[src/rtl/picomips_div.sv]
// Iterative signed fractional divider: result = sat(trunc((a << (n-1)) / b)) in Q1.(n-1).
// Restoring shift-subtract on magnitudes, one quotient bit per cycle, fixed latency.
module picomips_div #(
  parameter int n = 8
) (
  input  logic         clk,
  input  logic         reset,
  input  logic         start,
  input  logic [n-1:0] a,
  input  logic [n-1:0] b,
  output logic         busy,
  output logic         done,
  output logic [n-1:0] result,
  output logic [3:0]   flags
);

  localparam int CW = $clog2(2 * n);

  localparam logic [2*n-2:0] POS_LIM = {{n{1'b0}}, {(n-1){1'b1}}};
  localparam logic [2*n-2:0] NEG_LIM = {{(n-1){1'b0}}, 1'b1, {(n-1){1'b0}}};
  localparam logic [n-1:0]   MAX_Q   = {1'b0, {(n-1){1'b1}}};
  localparam logic [n-1:0]   MIN_Q   = {1'b1, {(n-1){1'b0}}};

  typedef enum logic [1:0] {IDLE, DIV, FIX, DONE} state_t;

  state_t         state;
  logic [CW-1:0]  cnt;
  logic [2*n-2:0] dvd;     // dividend bits shift out the top, quotient bits shift in the bottom
  logic [n-1:0]   rem;
  logic [n-1:0]   bm;
  logic           sgn;
  logic           a_neg;
  logic           dz;

  logic [n-1:0]   am;
  logic [n-1:0]   bmag;
  logic [n:0]     part;
  logic [n:0]     diff;
  logic [n-1:0]   fix_res;
  logic           fix_v;

  always_comb begin
    am   = a[n-1] ? -a : a;
    bmag = b[n-1] ? -b : b;
    part = {rem, dvd[2*n-2]};
    diff = part - {1'b0, bm};
  end

  // Saturation is judged on the magnitude; the negative side may reach 2^(n-1).
  always_comb begin
    fix_res = dvd[n-1:0];
    fix_v   = 1'b0;
    if (dz) begin
      fix_v   = 1'b1;
      fix_res = a_neg ? MIN_Q : MAX_Q;
    end else if (sgn && (dvd != '0)) begin
      if (dvd > NEG_LIM) begin
        fix_v   = 1'b1;
        fix_res = MIN_Q;
      end else begin
        fix_res = -dvd[n-1:0];
      end
    end else if (dvd > POS_LIM) begin
      fix_v   = 1'b1;
      fix_res = MAX_Q;
    end
  end

  always_ff @(posedge clk) begin
    if (reset) begin
      state  <= IDLE;
      cnt    <= '0;
      busy   <= 1'b0;
      done   <= 1'b0;
      result <= '0;
      flags  <= '0;
      dvd    <= '0;
      rem    <= '0;
      bm     <= '0;
      sgn    <= 1'b0;
      a_neg  <= 1'b0;
      dz     <= 1'b0;
    end else begin
      case (state)
        IDLE: begin
          if (start) begin
            dvd   <= {am, {(n-1){1'b0}}};
            rem   <= '0;
            bm    <= bmag;
            sgn   <= a[n-1] ^ b[n-1];
            a_neg <= a[n-1];
            dz    <= (b == '0);
            cnt   <= '0;
            busy  <= 1'b1;
            state <= DIV;
          end
        end
        DIV: begin
          rem <= diff[n] ? part[n-1:0] : diff[n-1:0];
          dvd <= {dvd[2*n-3:0], ~diff[n]};
          cnt <= cnt + 1'b1;
          if (cnt == CW'(2 * n - 2))
            state <= FIX;
        end
        FIX: begin
          result <= fix_res;
          flags  <= {fix_v, fix_res[n-1], (fix_res == '0), dz};
          busy   <= 1'b0;
          done   <= 1'b1;
          state  <= DONE;
        end
        DONE: begin
          done  <= 1'b0;
          state <= IDLE;
        end
        default: state <= IDLE;
      endcase
    end
  end

endmodule

[config.mk]
export PLATFORM = sky130hd
export DESIGN_NAME = picomips_div
export DESIGN_NICKNAME = d
export VERILOG_FILES = /design/src/rtl/picomips_div.sv
export SDC_FILE = /design/constraint.sdc
export NUM_CORES = 1
export LEC_CHECK = 0
export CAP_MARGIN = 30
export CORE_ASPECT_RATIO = 0.9
export CORE_UTILIZATION = 50
export CTS_CLUSTER_SIZE = 14
export DETAILED_ROUTE_END_ITERATION = 16
export PLACE_DENSITY = 0.71
export SYNTH_ARGS = -nofsm -noshare
export SYNTH_HDL_FRONTEND = slang
export SYNTH_SLANG_ARGS = --single-unit
[constraint.sdc]
create_clock -name clk -period 3 [get_ports clk]
set_input_delay 0.75 -clock clk [delete_from_list [all_inputs] [get_ports clk]]
set_output_delay 0.75 -clock clk [all_outputs]
set_load 0.05 [all_outputs]
==> impl_metrics.csv, run 1 <==
group,metric,value,unit
setup_path,critical_path.startpoint_type,"flop",
setup_path,rrSetupSlack,0.53,ns
timing,tns,0,ns
synth,synth_top_flop_cell,"dfxtp_1",
place,portBuffers,32,
setup_path,arrival,2.72,ns
die,die-width,87.5,µm
clock_network,clk_path_buf_depth,2,
timing,finalSetupViolCount,0,
cells_and_area,num-nets-final,471,
setup_path,crit_required,3.25,ns
setup_path,rr_worst_depth,10,
clock_network,numCtsBuffers,5,
cells_and_area,drive_gt1_share,6.22,%
grt,met1_usage,30.6,%
cells_and_area,area_growth,14.3,%
setup_path,rr_startpoint,"dvd[14]$_SDFFE_PP0P_",
timing,relSlewSlack,41.5,%
clock_network,path_clk_slew,0.09,ns
die,fp-row-count,27,
routing,viasPerCell,5.52,
timing,skew,0.00471,ns
pwr,leakagePower,1.41,nW
hold_path,hold_depth,2,
cells_and_area,diodes,0,
cells_and_area,nFillCells,592,
routing,via_count,2877,
die,io_pins,33,
hold_path,whs_endpoint,"bm[0]$_SDFFE_PP0P_",
synth,ys_warn_count,0,
timing,rsz0062_at_grt,"no",
grt,grt_pass1_wl,12200,µm
grt,global_route.usage.total,22.2,%
die,dieArea,0.00690,mm²
synth,synth_seq_area_share,32.3,%
clock_network,clk_latency,0.31,ns
synth,synth_cell_types,60,
routing,drc,0,
die,dieHeight,78.9,µm
setup_path,r2r-end,"rem[1]$_SDFFE_PP0P_",
grt,grt_overflow,0,
clock_network,cts_setup_buffers,0,
synth,syn-num-nets,451,
grt,antenna_found_initial,0,
grt,grt_max_degree,34,
setup_path,worstPathMaxFanout,10,
die,start_util,52.9,%
timing,period_share,82.3,%
grt,busiest_layer,"met2",
routing,wl_per_cell,13.7,µm
pwr,p_total,0.00357,W
grt,grt_pass1_vias,2590,
clock_network,cts_root_buf,"clkbuf_8",
timing,hold_viol,0,
synth,async_reset_ff_share,0,%
timing,finalCriticalPeriod,2.47,ns
pwr,power_density,951,mW/mm²
synth,ys_ff_latch,53,
synth,synth-edff-count,0,
clock_network,clock_sinks,53,
place,gp_congestion,0.895,
run,maxCapViolations,0,
die,core_area,0.00622,mm²
hold_path,hold_path_startpoint,"bm[0]$_SDFFE_PP0P_",
setup_path,startpoint,"dvd[14]$_SDFFE_PP0P_",
grt,met3_usage,3.12,%
timing,tightest_slew,0.871,ns
routing,final_antenna_net_count,0,
synth,synth.cell_area,0.00329,mm²
status,outcome,"finished, final reports clean",
synth,syn_avg_cell_area,7.96,µm²
pwr,vdd_drop_max,0.339,mV
routing,routed_wl,7150,µm
setup_path,cp-end-kind,"flop",
place,dp_hpwl,5400,µm
hold_path,hold_class,"reg -> reg",
clock_network,cts.repair.resized,0,
timing,fmax,405,MHz
setup_path,path_class,"reg -> reg",
routing,first_pass_iters,4,
synth,synthCells,413,
timing,maxSlewViolCount,0,
routing,drt_iter0_drc,138,
clock_network,cts_tree,"yes",
clock_network,htree_levels,2,
clock_network,cts_hold_buf,0,
grt,grt_use_met2,36.1,%
layout make-up:
type                    instances  area [µm²]  area share, %
inverters                      26        97.6           2.60
multi-input cells             312        2040           54.2
clock inverters                 1        30.0          0.799
well taps                      87         109           2.90
repair buffers                 35         338           8.99
flip-flops and latches         53        1060           28.2
clock buffers                   7        86.3           2.30
registers in the layout, indices dropped and copies added, names as in the netlist:
| signal | count |
|---|---|
| flags | 4 |
| done | 1 |
| dvd | 15 |
| state | 2 |
| a_neg | 1 |
| result | 7 |
| busy | 1 |
| dz | 1 |
| bm | 8 |
| sgn | 1 |
| cnt | 4 |
| rem | 8 |
critical path, cell delays in order (launching register included):
cell	delay, ns
dfxtp_1	0.37
inv_1	0.07
ha_1	0.22
fa_1	0.44
nor2b_4	0.16
o2111ai_2	0.12
nand3_2	0.12
o41ai_4	0.09
xnor2_4	0.37
mux2_4	0.34
o21ai_2	0.10
per-stage QoR:
| step | setup WS (ns) | cell area, µm² | util, % | std cells | hold WS (ns) |
|---|---|---|---|---|---|
| 2_1_floorplan | 0.722 | 3290 | - | 413 | 0.440 |
| 5_1_grt | 0.400 | 3760 | 60.4 | 521 | 0.492 |
| 6_report | 0.531 | 3760 | 60.4 | 521 | 0.477 |
| 3_3_place_gp | 0.559 | 3640 | 58.6 | 513 | 0.456 |
| 4_1_cts | 0.506 | 3760 | 60.4 | 521 | 0.473 |
| 3_5_place_dp | 0.525 | 3640 | 58.6 | 513 | 0.459 |
cells in the final DEF, fill, tap and decap left out, types with 6 or more instances in the layout:
cell type	netlist	final
nor2_1	57	57
dfxtp_1	53	53
nand2_1	47	47
clkdlybuf4s50_1	0	31
inv_1	26	26
a21oi_1	23	23
o21ai_0	22	21
ha_1	18	18
nor3_1	12	12
mux2i_1	12	12
a211oi_1	11	11
xnor2_1	10	10
a22oi_1	10	10
xor2_1	9	9
nand3_1	7	7
nor2b_1	6	6
clkbuf_8	0	6
synth_stat cells (3+ instances only):
master    count  share of area, %
nor3_1       12               1.8
xnor2_1      10               2.7
nand3_1       7               1.1
a211oi_1     11               2.5
o211ai_1      3              0.69
nand4_1       5              0.95
nand3b_1      3              0.69
and2_1        5              0.95
nand2b_1      4              0.76
dfxtp_1      53                32
ha_1         18               6.9
clkbuf_1     15               1.7
inv_1        26               3.0
a22oi_1      10               2.3
nand2_1      47               5.4
a21o_1        3              0.69
nor2_1       57               6.5
o21ai_0      22               3.3
o31ai_1       5               1.1
nor2b_1       6               1.1
xor2_1        9               2.4
buf_1         3              0.34
mux2i_1      12               3.7
a21oi_1      23               3.5
logic make-up (layout without fill, tap and decap cells):
family	count (synthesis)	in the layout	synth area share, %
adder cells (fa/ha/maj)	19	19	7.46
buffers and inverters	48	69	5.79
multiplexers	15	15	4.91
AO/OA/AOI/OAI	97	97	20.3
AND/OR/NAND/NOR	161	161	23.4
XOR/XNOR	20	20	5.90
flip-flops	53	53	32.3
per-layer routing:
layer	routed length, µm	vias up
li1	-	1473
met1	3540	1344
met2	3280	51
met3	227	9
met4	96	0
met5	0	-
power breakdown:
group          internal [W]  switching, W
logic              0.000837       0.00123
registers          0.000860      0.000137
clock network      0.000272      0.000233
how the worst max path moves through the flow:
stage,to,slack (ns),cells past startpoint
floorplan,rem[0]$_SDFFE_PP0P_,0.72,10
global placement,dvd[5]$_SDFFE_PP0P_,0.56,6
detailed placement,rem[1]$_SDFFE_PP0P_,0.52,10
CTS,rem[1]$_SDFFE_PP0P_,0.51,10
global route,rem[1]$_SDFFE_PP0P_,0.40,10
finish,rem[1]$_SDFFE_PP0P_,0.53,10
(Power assumes the default switching activity.)
==> inputs of run 2 (changes only) <==
==> constraint.sdc (replaced) <==
create_clock -name clk -period 2.4 [get_ports clk]
set_input_delay 0.6 -clock clk [delete_from_list [all_inputs] [get_ports clk]]
set_output_delay 0.6 -clock clk [all_outputs]
set_load 0.05 [all_outputs]
==> impl_metrics.csv, run 2 (same netlist as run 1, synthesis figures left out) <==
group,metric,value,unit
place,dpl.cell_count,527,
cells_and_area,num-nets-final,485,
status,outcome,"finished, final reports clean",
setup_path,rr_worst_depth,11,
die,dieArea,0.00690,mm²
cells_and_area,nFillCells,587,
die,io_pins,33,
routing,viasPerCell,5.50,
grt,grt_use_met2,37.7,%
grt,busiest_layer,"met2",
pwr,leakagePower,1.46,nW
place,dp_hpwl,5830,µm
timing,hold_viol,0,
routing,via_count,2941,
die,dieHeight,78.9,µm
clock_network,clk_latency,0.31,ns
place,gp_congestion,0.890,
routing,drc,0,
grt,grt_overflow,0,
setup_path,arrival,2.47,ns
place,portBuffers,32,
setup_path,worstPathMaxFanout,7,
cells_and_area,final_cells,535,
cells_and_area,diodes,0,
timing,skew,0.0127,ns
clock_network,htree_levels,2,
routing,first_pass_iters,4,
grt,met3_usage,3.22,%
timing,period_share,94.8,%
cells_and_area,final_util,62.0,%
routing,routed_wl,7510,µm
pwr,vdd_drop_max,0.407,mV
setup_path,critical_path.startpoint_type,"flop",
place,place_area,0.00376,mm²
clock_network,clock_sinks,53,
place,place_ws,-0.00275,ns
grt,met1_usage,33.3,%
cells_and_area,design_area,0.00386,mm²
die,start_util,52.9,%
clock_network,clk_path_buf_depth,2,
hold_path,hold_class,"reg -> reg",
cells_and_area,top_regs,"dvd x15, bm x8, rem x8",
setup_path,path_class,"reg -> reg",
setup_path,endpoint,"rem[6]$_SDFFE_PP0P_",
die,die-width,87.5,µm
timing,fin_ws,0.124,ns
routing,final_antenna_net_count,0,
grt,grt_pass1_vias,2674,
setup_path,cp-end-kind,"flop",
grt,global_route.usage.total,23.4,%
pwr,power_density,1180,mW/mm²
timing,finalSetupViolCount,0,
timing,fmax,439,MHz
cells_and_area,area_growth,17.3,%
grt,grt_max_degree,32,
clock_network,numCtsBuffers,5,
setup_path,r2r-end,"rem[6]$_SDFFE_PP0P_",
timing,relSlewSlack,60.5,%
run,maxCapViolations,0,
cells_and_area,final_common_cell,"nor2_1",
timing,maxSlewViolCount,0,
timing,tns,0,ns
setup_path,critPathMaxStageDelay,0.34,ns
setup_path,path_cells,"inv_1 -> ha_2 -> fa_2 -> nor2b_4 -> o2111ai_2 -> nand3_2 -> o41ai_4 -> xnor2_4 -> buf_12 -> mux2i_1 -> o21ai_0",
timing,finalCriticalPeriod,2.28,ns
grt,antenna_found_initial,0,
cells_and_area,largest_reg_flops,15,
clock_network,path_clk_slew,0.10,ns
setup_path,slowest_stage,"dfxtp_2",
die,core_area,0.00622,mm²
cells_and_area,top_register,"dvd",
die,fp-row-count,27,
setup_path,rrSetupSlack,0.12,ns
grt,grt_pass1_wl,12700,µm
clock_network,cts_tree,"yes",
cells_and_area,drive_gt1_share,10.0,%
setup_path,startpoint,"dvd[14]$_SDFFE_PP0P_",
timing,tightest_slew,0.592,ns
cells_and_area,mostFrequentLayoutCells,"nor2_1 (57), dfxtp_1 (52), nand2_1 (47), clkdlybuf4s50_1 (31), inv_1 (26)",
routing,drt_iter0_drc,199,
routing,wl_per_cell,14.0,µm
setup_path,crit_required,2.59,ns
clock_network,cts_root_buf,"clkbuf_8",
setup_path,rr_startpoint,"dvd[14]$_SDFFE_PP0P_",
-- run 2: routing by layer --
metal	vias up	wire, µm	share of wire [%]
li1	1501	-	-
met1	1375	3740	50
met2	61	3460	46
met3	4	266	3.5
met4	0	54	0.72
met5	-	0	0
-- run 2: cell type report --
type                       instances  area, µm²  share of cell area, %
tap                               87        109                   2.82
timing repair buffer              49        455                   11.8
sequential                        53       1060                   27.5
multi-input combinational        312       2040                   52.9
clock inverter                     3       22.5                  0.584
clock buffer                       5       68.8                   1.78
inverter                          26       97.6                   2.53
-- run 2: report_power, final --
part	internal, W	switching (W)	total, W
Combinational	0.00121	0.00160	0.00281
Clock	0.000205	0.000308	0.000513
Sequential	0.00108	0.000160	0.00123
-- run 2: worst min-delay path by stage --
stage	start	end	slack, ns	cells after the start
floorplan	bm[0]$_SDFFE_PP0P_	bm[0]$_SDFFE_PP0P_	0.44	2
global placement	bm[0]$_SDFFE_PP0P_	bm[0]$_SDFFE_PP0P_	0.45	2
detailed placement	bm[0]$_SDFFE_PP0P_	bm[0]$_SDFFE_PP0P_	0.46	2
CTS	bm[0]$_SDFFE_PP0P_	bm[0]$_SDFFE_PP0P_	0.48	2
global route	done$_SDFFE_PP0P_	done$_SDFFE_PP0P_	0.50	2
finish	bm[0]$_SDFFE_PP0P_	bm[0]$_SDFFE_PP0P_	0.47	2
-- run 2: per-stage QoR --
step | power [W] | hold WS [ns]
finish | 0.00456 | 0.474
global route | 0.00490 | 0.500
CTS | 0.00458 | 0.476
detailed placement | 0.00405 | 0.462
global placement | 0.00399 | 0.453
floorplan | 0.00325 | 0.440
-- run 2: worst max-delay path: cells and delay by family (launching register included) --
kind / cells / cell delay [ns]
AOI/OAI and AO/OA: 3 / 0.61
xor gates and xnor gates: 1 / 0.20
adders and majority gates: 2 / 0.43
buffers and inverters: 2 / 0.23
DFF: 1 / 0.34
muxes: 1 / 0.18
and+or+nand+nor: 2 / 0.17
-- run 2: timing repair --
action,4_1_cts,5_1_grt
setup endpoints to repair,1,6
resized for setup,1,2
hold buffers,0,0
buffers inserted,0,0
endpoints found under the hold margin,0,0
pin swaps,1,1
==> inputs of run 3 (changes only) <==
--- a/config.mk
+++ b/config.mk
@@ -6,11 +6,13 @@
 export NUM_CORES = 1
 export LEC_CHECK = 0
 export CAP_MARGIN = 30
+export CELL_PAD_IN_SITES_DETAIL_PLACEMENT = 0
+export CELL_PAD_IN_SITES_GLOBAL_PLACEMENT = 1
 export CORE_ASPECT_RATIO = 0.9
-export CORE_UTILIZATION = 50
+export CORE_UTILIZATION = 43
 export CTS_CLUSTER_SIZE = 14
 export DETAILED_ROUTE_END_ITERATION = 16
-export PLACE_DENSITY = 0.71
+export PLACE_DENSITY_LB_ADDON = 0.1
 export SYNTH_ARGS = -nofsm -noshare
 export SYNTH_HDL_FRONTEND = slang
 export SYNTH_SLANG_ARGS = --single-unit
==> impl_metrics.csv, run 3 (same netlist as run 1, synthesis figures left out) <==
group,metric,value,unit
status,outcome,"finished, final reports clean",
cells_and_area,drive_gt1_share,9.64,%
hold_path,hold_class,"reg -> reg",
setup_path,path_class,"reg -> reg",
setup_path,worstPathMaxFanout,4,
clock_network,path_clk_slew,0.10,ns
grt,grt_pass1_vias,2599,
place,dp_hpwl,5780,µm
timing,hold_ws,0.469,ns
pwr,power_density,1190,mW/mm²
setup_path,slowest_stage,"dfxtp_2",
timing,maxSlewViolCount,0,
cells_and_area,mostFrequentLayoutCells,"nor2_1 (57), dfxtp_1 (52), nand2_1 (47), clkdlybuf4s50_1 (31), inv_1 (26)",
routing,routed_wl,7430,µm
setup_path,arrival,2.55,ns
cells_and_area,design_area,0.00384,mm²
place,gp_congestion,0.841,
clock_network,cts_tree,"yes",
setup_path,cp-end-kind,"flop",
clock_network,htree_levels,2,
place,place_ws,-0.00429,ns
timing,finalSetupViolCount,0,
clock_network,clk_latency,0.31,ns
pwr,vdd_drop_max,0.416,mV
cells_and_area,largest_reg_flops,15,
routing,final_antenna_net_count,0,
grt,grt_pass1_wl,12500,µm
cells_and_area,top_register,"dvd",
timing,skew,0.0103,ns
place,place_area,0.00372,mm²
setup_path,critPathMaxStageDelay,0.34,ns
setup_path,crit_required,2.65,ns
routing,first_pass_iters,4,
clock_network,cts_hold_buf,0,
die,dieArea,0.00800,mm²
cells_and_area,area_growth,16.8,%
clock_network,clk_path_buf_depth,2,
timing,period_share,95.8,%
cells_and_area,diodes,0,
timing,fmax,435,MHz
routing,drt_iter0_drc,56,
routing,via_count,2873,
setup_path,critical_path.startpoint_type,"flop",
cells_and_area,final_cells,539,
timing,fin_ws,0.101,ns
grt,grt_max_degree,27,
timing,tightest_slew,0.806,ns
die,start_util,45.5,%
timing,relSlewSlack,46.3,%
cells_and_area,num-nets-final,483,
clock_network,numCtsBuffers,5,
die,fp-row-count,29,
clock_network,cts_root_buf,"clkbuf_8",
die,dieHeight,84.9,µm
timing,finalCriticalPeriod,2.30,ns
run,maxCapViolations,0,
grt,global_route.usage.total,19.7,%
cells_and_area,top_regs,"dvd x15, bm x8, rem x8",
routing,drc,0,
grt,antenna_found_initial,0,
die,die-width,94.2,µm
setup_path,path_cells,"inv_1 -> ha_2 -> fa_2 -> nor2b_4 -> o2111ai_2 -> nand3_2 -> o41ai_4 -> xnor2_4 -> buf_4 -> mux2_4 -> o21ai_2",
clock_network,clock_sinks,53,
place,portBuffers,32,
die,io_pins,33,
routing,viasPerCell,5.33,
cells_and_area,final_common_cell,"nor2_1",
routing,wl_per_cell,13.8,µm
timing,hold_viol,0,
pwr,leakagePower,1.45,nW
grt,grt_overflow,0,
die,core_area,0.00722,mm²
place,dpl.cell_count,528,
run 3: cell type report:
cell class                 count  area [µm²]
clock inverter                 3        21.3
multi-input combinational    312        2040
tap                           93         116
fill                         706        3380
timing repair buffer          47         432
clock buffer                   5        68.8
inverter                      26        97.6
sequential                    53        1060
run 3: path summary, 6_finish.rpt:
path	startpoint	end	slack (ns)	cells past startpoint
hold reg to reg	bm[0]$_SDFFE_PP0P_	bm[0]$_SDFFE_PP0P_	0.47	2
hold / removal	bm[0]$_SDFFE_PP0P_	bm[0]$_SDFFE_PP0P_	0.47	2
setup reg to reg	dvd[14]$_SDFFE_PP0P_	rem[0]$_SDFFE_PP0P_	0.10	11
setup / recovery	dvd[14]$_SDFFE_PP0P_	rem[0]$_SDFFE_PP0P_	0.10	11
run 3: critical path, delay by kind of cell (launching register included):
family	cells	cell delay, ns
AOI/OAI and AO/OA	3	0.61
xor gates and xnor gates	1	0.18
adders and majority gates	2	0.43
buffers and inverters	2	0.23
DFF	1	0.34
muxes	1	0.29
and+or+nand+nor	2	0.17
run 3: routing by layer:
metal	track usage [%]	up-vias	wire (µm)
li1	-	1498	-
met1	28.7	1319	3870
met2	30.0	47	3280
met3	2.96	9	206
met4	5.31	0	72
met5	0	-	0
run 3: report_power, final:
| group | switching (W) | internal [W] |
|---|---|---|
| clock network | 0.000311 | 0.000208 |
| logic | 0.00160 | 0.00121 |
| registers | 0.000159 | 0.00108 |
run 3: repair_timing:
item | CTS | global route
endpoints found under the setup margin | 1 | 7
pin swaps | 0 | 1
setup buffers | 0 | 3
resized for setup | 1 | 3
run 3: per-stage QoR:
stage | TNS [ns] | power [W] | utilization, %
after floorplan | 0 | 0.00325 | -
after global placement | 0 | 0.00395 | 51.5
after detailed placement | -0.00429 | 0.00397 | 51.5
after CTS | 0 | 0.00452 | 52.8
after global routing | -0.00364 | 0.00493 | 53.2
final | 0 | 0.00457 | 53.2
